**src/rtl/median_pkg.sv**
```systemverilog
// Shared types and constants for the streaming 3x3 median filter.
package median_pkg;

  typedef enum logic [1:0] {
    FILL  = 2'd0,
    RUN   = 2'd1,
    FLUSH = 2'd2
  } state_t;

  localparam int BORDER_ZERO = 0;
  localparam int BORDER_PASS = 1;

endpackage

```
**src/rtl/median9.sv**
```systemverilog
// Combinational 9-input median: 19 compare-exchange stages, result is the 5th smallest (unsigned).
module median9 #(
  parameter int DATA_WIDTH = 8
) (
  input  logic [8:0][DATA_WIDTH-1:0] pix,
  output logic [DATA_WIDTH-1:0]      med
);

  // Returns {larger, smaller} so the pair lands back in ascending index order.
  function automatic logic [2*DATA_WIDTH-1:0] sort2(input logic [DATA_WIDTH-1:0] a,
                                                    input logic [DATA_WIDTH-1:0] b);
    return (a > b) ? {a, b} : {b, a};
  endfunction

  logic [8:0][DATA_WIDTH-1:0] p;

  always_comb begin
    p = pix;
    {p[2], p[1]} = sort2(p[1], p[2]);
    {p[5], p[4]} = sort2(p[4], p[5]);
    {p[8], p[7]} = sort2(p[7], p[8]);
    {p[1], p[0]} = sort2(p[0], p[1]);
    {p[4], p[3]} = sort2(p[3], p[4]);
    {p[7], p[6]} = sort2(p[6], p[7]);
    {p[2], p[1]} = sort2(p[1], p[2]);
    {p[5], p[4]} = sort2(p[4], p[5]);
    {p[8], p[7]} = sort2(p[7], p[8]);
    {p[3], p[0]} = sort2(p[0], p[3]);
    {p[8], p[5]} = sort2(p[5], p[8]);
    {p[7], p[4]} = sort2(p[4], p[7]);
    {p[6], p[3]} = sort2(p[3], p[6]);
    {p[4], p[1]} = sort2(p[1], p[4]);
    {p[5], p[2]} = sort2(p[2], p[5]);
    {p[7], p[4]} = sort2(p[4], p[7]);
    {p[2], p[4]} = sort2(p[4], p[2]);
    {p[4], p[6]} = sort2(p[6], p[4]);
    {p[2], p[4]} = sort2(p[4], p[2]);
    med = p[4];
  end

endmodule

```
**src/rtl/median3x3_stream.sv**
```systemverilog
// Raster-order streaming 3x3 median filter: two line buffers, a 3x3 window register,
// edge masking (zero-pad or pass-through) and a registered median output.
module median3x3_stream
  import median_pkg::*;
#(
  parameter int DATA_WIDTH  = 8,
  parameter int IMG_WIDTH   = 256,
  parameter int IMG_HEIGHT  = 256,
  parameter int BORDER_MODE = BORDER_ZERO
) (
  input  logic                  clk,
  input  logic                  reset,
  input  logic [DATA_WIDTH-1:0] DATA_IN,
  input  logic                  Valid_IN,
  output logic                  Ready_OUT,
  output logic [DATA_WIDTH-1:0] DATA_OUT,
  output logic                  Valid_OUT,
  output state_t                state_dbg
);

  // Handshake: an input beat is taken on a rising edge with Valid_IN && Ready_OUT.
  // Ready_OUT is low only in FLUSH. Valid_OUT qualifies DATA_OUT for one cycle; no backpressure.

  localparam int CW = $clog2(IMG_WIDTH);
  localparam int RW = $clog2(IMG_HEIGHT);
  localparam int FW = $clog2(IMG_WIDTH + 1);
  localparam logic [CW-1:0] COL_LAST   = CW'(IMG_WIDTH - 1);
  localparam logic [RW-1:0] ROW_LAST   = RW'(IMG_HEIGHT - 1);
  localparam logic [FW-1:0] FLUSH_LAST = FW'(IMG_WIDTH);

  state_t state, state_nx;
  logic [CW-1:0] col, ocol, wcol;
  logic [RW-1:0] row, orow, wrow;
  logic [FW-1:0] fcnt;
  logic beat, produce, wv;
  logic [DATA_WIDTH-1:0] pix_in, med9, med_out;
  logic [DATA_WIDTH-1:0] lb0 [IMG_WIDTH];
  logic [DATA_WIDTH-1:0] lb1 [IMG_WIDTH];
  logic [DATA_WIDTH-1:0] win [3][3];
  logic [8:0][DATA_WIDTH-1:0] taps;
  logic top, bot, left, right;

  assign state_dbg = state;
  assign pix_in    = (state == FLUSH) ? '0 : DATA_IN;

  always_comb begin
    state_nx  = state;
    Ready_OUT = (state != FLUSH);
    beat      = 1'b0;
    produce   = 1'b0;
    case (state)
      // The beat carrying pixel (1,0) is the last of the W+1 fill beats.
      FILL: begin
        beat = Valid_IN;
        if (Valid_IN && row == RW'(1) && col == '0) state_nx = RUN;
      end
      RUN: begin
        beat    = Valid_IN;
        produce = Valid_IN;
        if (Valid_IN && row == ROW_LAST && col == COL_LAST) state_nx = FLUSH;
      end
      FLUSH: begin
        beat    = 1'b1;
        produce = 1'b1;
        if (fcnt == FLUSH_LAST) state_nx = FILL;
      end
      default: state_nx = FILL;
    endcase
  end

  always_ff @(posedge clk or posedge reset) begin
    if (reset) begin
      state     <= FILL;
      row       <= '0;
      col       <= '0;
      fcnt      <= '0;
      orow      <= '0;
      ocol      <= '0;
      wrow      <= '0;
      wcol      <= '0;
      wv        <= 1'b0;
      Valid_OUT <= 1'b0;
      DATA_OUT  <= '0;
    end else begin
      state     <= state_nx;
      wv        <= produce;
      Valid_OUT <= wv;
      if (wv) DATA_OUT <= med_out;
      if (beat) begin
        if (state == FLUSH) begin
          // Column keeps running so line-buffer reads stay aligned; frame ends at (0,0).
          fcnt <= (fcnt == FLUSH_LAST) ? '0 : fcnt + 1'b1;
          col  <= (col == COL_LAST || fcnt == FLUSH_LAST) ? '0 : col + 1'b1;
          row  <= '0;
        end else if (col == COL_LAST) begin
          col <= '0;
          row <= (row == ROW_LAST) ? '0 : row + 1'b1;
        end else begin
          col <= col + 1'b1;
        end
      end
      if (produce) begin
        wrow <= orow;
        wcol <= ocol;
        if (ocol == COL_LAST) begin
          ocol <= '0;
          orow <= (orow == ROW_LAST) ? '0 : orow + 1'b1;
        end else begin
          ocol <= ocol + 1'b1;
        end
      end
    end
  end

  // Data path is unreset: stale contents are always masked or never reach an output.
  always_ff @(posedge clk) begin
    if (beat) begin
      lb0[col] <= pix_in;
      lb1[col] <= lb0[col];
      for (int r = 0; r < 3; r++) begin
        win[r][0] <= win[r][1];
        win[r][1] <= win[r][2];
      end
      win[0][2] <= lb1[col];
      win[1][2] <= lb0[col];
      win[2][2] <= pix_in;
    end
  end

  assign top   = (wrow == '0);
  assign bot   = (wrow == ROW_LAST);
  assign left  = (wcol == '0);
  assign right = (wcol == COL_LAST);

  for (genvar r = 0; r < 3; r++) begin : g_row
    for (genvar c = 0; c < 3; c++) begin : g_col
      assign taps[r*3+c] = ((r == 0 && top) || (r == 2 && bot) ||
                            (c == 0 && left) || (c == 2 && right)) ? '0 : win[r][c];
    end
  end

  median9 #(.DATA_WIDTH(DATA_WIDTH)) u_median9 (
    .pix (taps),
    .med (med9)
  );

  assign med_out = (BORDER_MODE == BORDER_PASS && (top || bot || left || right)) ? win[1][1] : med9;

endmodule

```
**config.mk**
```make
export PLATFORM = sky130hd
export DESIGN_NAME = median3x3_stream
export DESIGN_NICKNAME = d
export VERILOG_FILES = /design/src/rtl/median_pkg.sv /design/src/rtl/median9.sv /design/src/rtl/median3x3_stream.sv
export SDC_FILE = /design/constraint.sdc
export NUM_CORES = 2
export LEC_CHECK = 0
export BUFFER_PORTS_ARGS = -buffer_cell sky130_fd_sc_hd__buf_4
export CAP_MARGIN = 20
export CORE_MARGIN = 2
export CORE_UTILIZATION = 30
export CTS_CLUSTER_SIZE = 12
export DETAILED_ROUTE_END_ITERATION = 6
export PLACE_DENSITY = 0.52
export SYNTH_ARGS = -nofsm -noshare
export SYNTH_HDL_FRONTEND = slang
export SYNTH_MEMORY_MAX_BITS = 65536
export SYNTH_SLANG_ARGS = --single-unit
```
**constraint.sdc**
```tcl
create_clock -name clk -period 17.2 [get_ports clk]
set_input_delay 0.86 -clock clk [delete_from_list [all_inputs] [get_ports clk]]
set_output_delay 0.86 -clock clk [all_outputs]
set_load 0.005 [all_outputs]
```
* Yosys cells after proc, flatten, opt, wreduce, memory -nomap -nowiden
Memories as Yosys holds them, arrays and structs flattened. Index checks and enable logic that the tools add are counted.
Cells by class: reductions and logical operators 19, shift operators 0, equality and inequality tests 14, $mul 0, bitwise logic cells 0, muxes and demuxes 45, divide/modulo/power cells 0, order comparisons 19, $add $sub $neg 5
Operators by type and width (count):
- 16-bit two-way mux | 15
- 8-bit two-way mux | 21
- 8-bit greater-than comparator | 19
- 8-bit == test (second input constant) | 6
- 8-bit by 1-bit adder with 8-bit output (second input constant) | 4
- 8-bit logical NOT | 3
- 9-bit by 1-bit adder with 9-bit output (second input constant) | 1
- 9-bit == test (second input constant) | 1
- 9-bit two-way mux | 1
- 8-bit by 1-bit == test with 1-bit output (second input constant) | 1
- 2-bit two-way mux | 3
- 2-bit inequality test (second input constant) | 3
- 2-bit one-hot mux with 3 select lines | 1
- 2-bit AND reduction | 3
- 1-bit logical OR | 5
- 1-bit logical AND | 4
- 1-bit one-hot mux with 2 select lines | 2
- 3-bit AND reduction | 1
- 2-bit by 1-bit == test with 1-bit output (second input constant) | 1
- 2-bit == test (second input constant) | 1
- 2-bit logical NOT | 1
- 1-bit two-way mux | 2
- 2-bit by 1-bit inequality test with 1-bit output (second input constant) | 1
- 2-bit nonzero test | 1
- 2-bit OR reduction | 1
Storage, ports and cells: word-level logic and storage cells 116, bits in latches 0, bits in read-only memories 0, output and inout bits 12, memories 3, register bits after elaboration 69, RAM bits 4168
Memories:
- lb0 | depth 256, bits a word 8, read ports 1, clocked after Yosys merged registers in 0, write ports 1, RTL line median3x3_stream.sv:37 | logic [DATA_WIDTH-1:0] lb0 [IMG_WIDTH];
- lb1 | depth 256, bits a word 8, read ports 1, clocked after Yosys merged registers in 0, write ports 1, RTL line median3x3_stream.sv:38 | logic [DATA_WIDTH-1:0] lb1 [IMG_WIDTH];
- win | depth 3, bits a word 24, read ports 3, clocked after Yosys merged registers in 0, write ports 3, RTL line median3x3_stream.sv:39 | logic [DATA_WIDTH-1:0] win [3][3];

* Logic depth before layout (Yosys ltp)
depth after elaboration 21, gate-level depth with buffers 105, depth with buffers taken out 94

* Hierarchy
A second synthesis with hierarchy kept.
Second synthesis, totals: cells, all modules 8166, area total of the unflattened synthesis 167562.0 um2
By module, submodules not included:
- median3x3_stream | seq. area each 126886.7 um2, area an instance 160702.9 um2, times used 1, cells an instance 7171
- median9 | seq. area each 0.0 um2, area an instance 6859.1 um2, times used 1, cells an instance 995

* Worst setup path after synthesis
OpenSTA, ideal clock, no wires.
path kind reg2reg, from register wcol[7], to register DATA_OUT[4], setup time 0.123 ns, cell stages (with the launch flop) 94, data required time 17.077 ns, arrival time 17.185 ns, setup slack -0.108 ns, path buffers 13, path through dfrtp_1 -> nand4_1 -> or2_2 -> clkbuf_1 -> and2_1 -> clkbuf_1 -> nand2_1 -> ha_1 -> nand4_1 -> a211o_1 -> and2_1 -> buf_2 -> buf_1 -> nor2_1 -> a21oi_1 -> ha_1 -> a21oi_1 -> o21ai_0 -> [58 not listed] -> a21oi_1 -> nor2b_1 -> nor3_1 -> a41oi_1 -> a211oi_4 -> nand2_4 -> mux2_4 -> ha_1 -> o21a_1 -> o21ai_0 -> nand2b_1 -> a21oi_1 -> o21ai_0 -> o21ai_0 -> or2_2 -> inv_1 -> nand2_1 -> o221a_2
Between the ends: longest elaborated chain between the ends 21
RTL lines:
- start: declaration | RTL line median3x3_stream.sv:32 | logic [CW-1:0] col, ocol, wcol;
- start signal: assignment | RTL line median3x3_stream.sv:104 | wcol <= ocol;
- 8-bit == test | RTL line median3x3_stream.sv:133 | assign right = (wcol == COL_LAST);
- 1-bit logical OR | RTL line median3x3_stream.sv:138 | (c == 0 && left) || (c == 2 && right)) ? '0 : win[r][c];
- 8-bit two-way mux | RTL line median3x3_stream.sv:138
- 8-bit greater-than comparator | RTL line median9.sv:12 | return (a > b) ? {a, b} : {b, a};
- 16-bit two-way mux | RTL line median9.sv:12
- 8-bit greater-than comparator | RTL line median9.sv:12
- 16-bit two-way mux | RTL line median9.sv:12
- 8-bit greater-than comparator | RTL line median9.sv:12
- [5 not listed]
- 8-bit greater-than comparator | RTL line median9.sv:12
- 8-bit two-way mux | RTL line median9.sv:12
- 8-bit greater-than comparator | RTL line median9.sv:12
- 16-bit two-way mux | RTL line median9.sv:12
- 8-bit greater-than comparator | RTL line median9.sv:12
- 16-bit two-way mux | RTL line median9.sv:12
- 8-bit greater-than comparator | RTL line median9.sv:12
- 8-bit two-way mux (*) | RTL line median9.sv:12
- end signal: assignment | RTL line median3x3_stream.sv:88 | if (wv) DATA_OUT <= med_out;
- end: declaration | RTL line median3x3_stream.sv:16 | output logic [DATA_WIDTH-1:0] DATA_OUT,
Mark *: on every way between the ends. The rest lies on a longest branch, timed or not. A chain may end at the register's enable or synchronous reset.

* Final worst setup path
from register wcol[2], to register DATA_OUT[5]
Same word-level chain as after synthesis.

==> flow_summary.toml <==
[global_route]
grt_pass1_vias = 84509
antenna_found_initial = 21
grt_max_degree = 210
grtUsageTotal_pct = 16.4
grt_pass1_wl_um = 670000
grt_remaining_overflow = 0

[power]
p_per_area_nw_per_um2 = 102
fin_total_pwr_w = 0.0199
p_leak_nw = 61.6
ir_worst_vdd_v = 0.0000931

[yosys]
synthCells = 7751
async_flop_share_pct = 1.63
synth_warnings = 0
syn_area_um2 = 168000
synth-seq-cells = 4237
avgSynthCellArea_um2 = 21.7
ys.flop_type = "edfxtp_1"
synthesis.nets = 7923
synth_edf_count = 4168
synth.distinct_cells = 80
seq_area_frac_synth_pct = 75.3

[final_layout]
regArea_um2 = 127000
final_util_pct = 34.8
layout_commonest_cell = "edfxtp_1"
syn_to_final_growth_pct = 15.7
fillers = 51771
fin_cells = 16096
final_cell_mix = "4168 x edfxtp_1, 1295 x mux4_2, 458 x buf_4, 439 x clkbuf_16, 260 x nand2_1"
layout-drive-gt1-share_pct = 31.7
multiInputGateArea_um2 = 40700
nets = 8478
final_cell_area_um2 = 195000

[timing]
finClkSkew_ns = 0.0956
slew_viol_final = 0
fmax_mhz = 62.0
period_needed_ns = 16.13
fin_ws_ns = 1.07
relSlewSlack_pct = 8.45
period_share_pct = 93.8
tightest_slew_ns = 1.37
hold_viol = 0
setup_violations = 0

[drt]
firstDrtPassIters = 6
via_count = 82751
first_iter_violations = 8939
drt_wl_total_um = 479000
route.antenna.remaining_nets = 0
viasPerCell = 5.14
drc = 0
wl_per_cell_um = 29.8

[clocking]
clk_latency_ns = 1.04
clkSinkCount = 4237
cts_made_buffers = 433
clockBufferDepth = 4
htree_levels = 5
cts_tree = "yes"
clk_pin_slew_ns = 0.06
cts-root-buf = "clkbuf_16"

[place]
placed_cells = 15317
placedInstanceArea_um2 = 181000
port_buffers = 22
dp_hpwl_um = 288000
place.gp.congestion = 0.845
dp_slack_ns = -0.0292

[critical_path]
cp_slowest_cell = "mux2_2"
cpPeakStageDelay_ns = 0.40
crit_type = "reg2reg"
arrival_ns = 17.06
cp_common_cell = "ha_1"
crit_fanout = 12
cp_data_required_time_ns = 18.13
worst_setup_path_end_kind = "flop"
cp-start-kind = "flop"

[floorplan]
die-area_um2 = 568000
io_pins = 23
rows = 275
die_w_um = 753
initial_core_util_pct = 30.1
coreArea_um2 = 560000
die_y_um = 753

[flow_run]
maxCapViolations = 0

[run_status]
status = "finished clean"

[min_path]
hold_class = "in2reg"
-- worst max-delay path: cells and delay by family (launching register included) --
| family | cells | cell delay, ns |
|---|---|---|
| AO/OA/AOI/OAI | 40 | 6.42 |
| AND/OR/NAND/NOR | 25 | 3.50 |
| adder cells (fa/ha/maj) | 9 | 2.59 |
| buffers and inverters | 12 | 1.72 |
| multiplexers | 5 | 1.35 |
| flip-flops | 1 | 0.39 |
-- state kept, by name, indices dropped and copies added (netlist names), 2 cells and up --
| signal | count |
|---|---|
| ocol | 8 |
| DATA_OUT | 8 |
| wrow | 8 |
| fcnt | 9 |
| lb0 | 2048 |
| wcol | 8 |
| win | 72 |
| row | 8 |
| state_dbg | 2 |
| lb1 | 2048 |
| col | 8 |
| orow | 8 |
-- Yosys cell counts (11+ instances only) --
library cell,instances,share of area [%]
a21o_1,31,0.14
a21oi_1,136,0.40
a22o_1,12,0.062
a22oi_1,21,0.094
a31oi_1,19,0.071
a32oi_1,13,0.068
and2_1,19,0.071
and3_1,22,0.082
buf_1,124,0.28
buf_2,11,0.033
clkbuf_1,270,0.60
dfrtp_1,69,1.0
edfxtp_1,4168,74
ha_1,161,1.2
inv_1,111,0.25
mux2_2,25,0.17
mux2i_1,78,0.46
mux4_2,1295,17
nand2_1,260,0.58
nand2b_1,20,0.074
nand3_1,91,0.27
nand4_1,42,0.16
nor2_1,402,0.90
nor2b_1,50,0.19
nor3_1,16,0.048
o21a_1,24,0.11
o21ai_0,111,0.33
o22ai_1,16,0.059
xnor2_1,16,0.083
-- report_power, final --
part           switching, W    total, W  internal [W]
sequential                0      0.0112        0.0112
clock               0.00391     0.00877       0.00486
combinational    0.00000434  0.00000750    0.00000314
total               0.00391      0.0199        0.0160
-- logic make-up (layout without fill, tap and decap cells) --
family	Yosys count	after routing	share of synthesized area, %
mux	1400	1400	18.0
simple gates	956	957	2.51
compound gates	457	457	1.75
fa+ha+maj	161	161	1.20
flops	4237	4237	75.3
xor+xnor	22	22	0.114
other cells	0	8	0
buf+inv	518	1375	1.16
-- final timing paths --
kind / cells past startpoint / start / to / slack, ns
min in group asynchronous: 4 / reset / DATA_OUT[2]$_DFFE_PP0P_ / 0.38
max in group asynchronous: 5 / reset / col[1]$_DFFE_PP0N_ / 16.14
worst max register to register: 91 / wcol[2]$_DFFE_PP0P_ / DATA_OUT[5]$_DFFE_PP0P_ / 1.07
worst max-delay path: 91 / wcol[2]$_DFFE_PP0P_ / DATA_OUT[5]$_DFFE_PP0P_ / 1.07
worst min register to register: 0 / win[0][51]$_DFFE_PN_ / win[0][59]$_DFFE_PN_ / 0.41
worst min-delay path: 2 / DATA_IN[2] / win[0][50]$_DFFE_PN_ / 0.27
-- cell type report --
| cell class | instances | area share (%) |
|---|---|---|
| sequential | 4237 | 65.1 |
| multi-input combinational | 2997 | 20.9 |
| clock buffer | 574 | 5.91 |
| tap | 7479 | 4.80 |
| timing repair buffer | 524 | 2.40 |
| clock inverter | 164 | 0.693 |
| inverter | 113 | 0.220 |
| antenna | 8 | 0.0103 |
-- metrics by stage --
stage	TNS, ns	hold WS (ns)
4_1_cts	0	0.0790
6_report	0	0.273
5_1_grt	-0.126	0.218
2_1_floorplan	0	0.352
3_3_place_gp	-3.32	0.429
3_5_place_dp	-0.0441	0.433
-- what timing repair did --
item	in CTS	in global routing
pin swaps	0	7
setup endpoints to repair	7	8
hold endpoints to repair	0	9
buffers inserted	0	23
gates resized for setup	1	52
cloned	0	1
hold buffers	0	1
-- layer usage --
metal | share of wire, % | global-route usage [%] | vias up
met4 | 3.2 | 4.96 | 10
met3 | 7.2 | 3.24 | 688
met5 | 0.015 | 0 | -
met1 | 41 | 21.9 | 45293
met2 | 49 | 27.3 | 3086
li1 | - | - | 33674
Power figures use the tool's default switching activity.
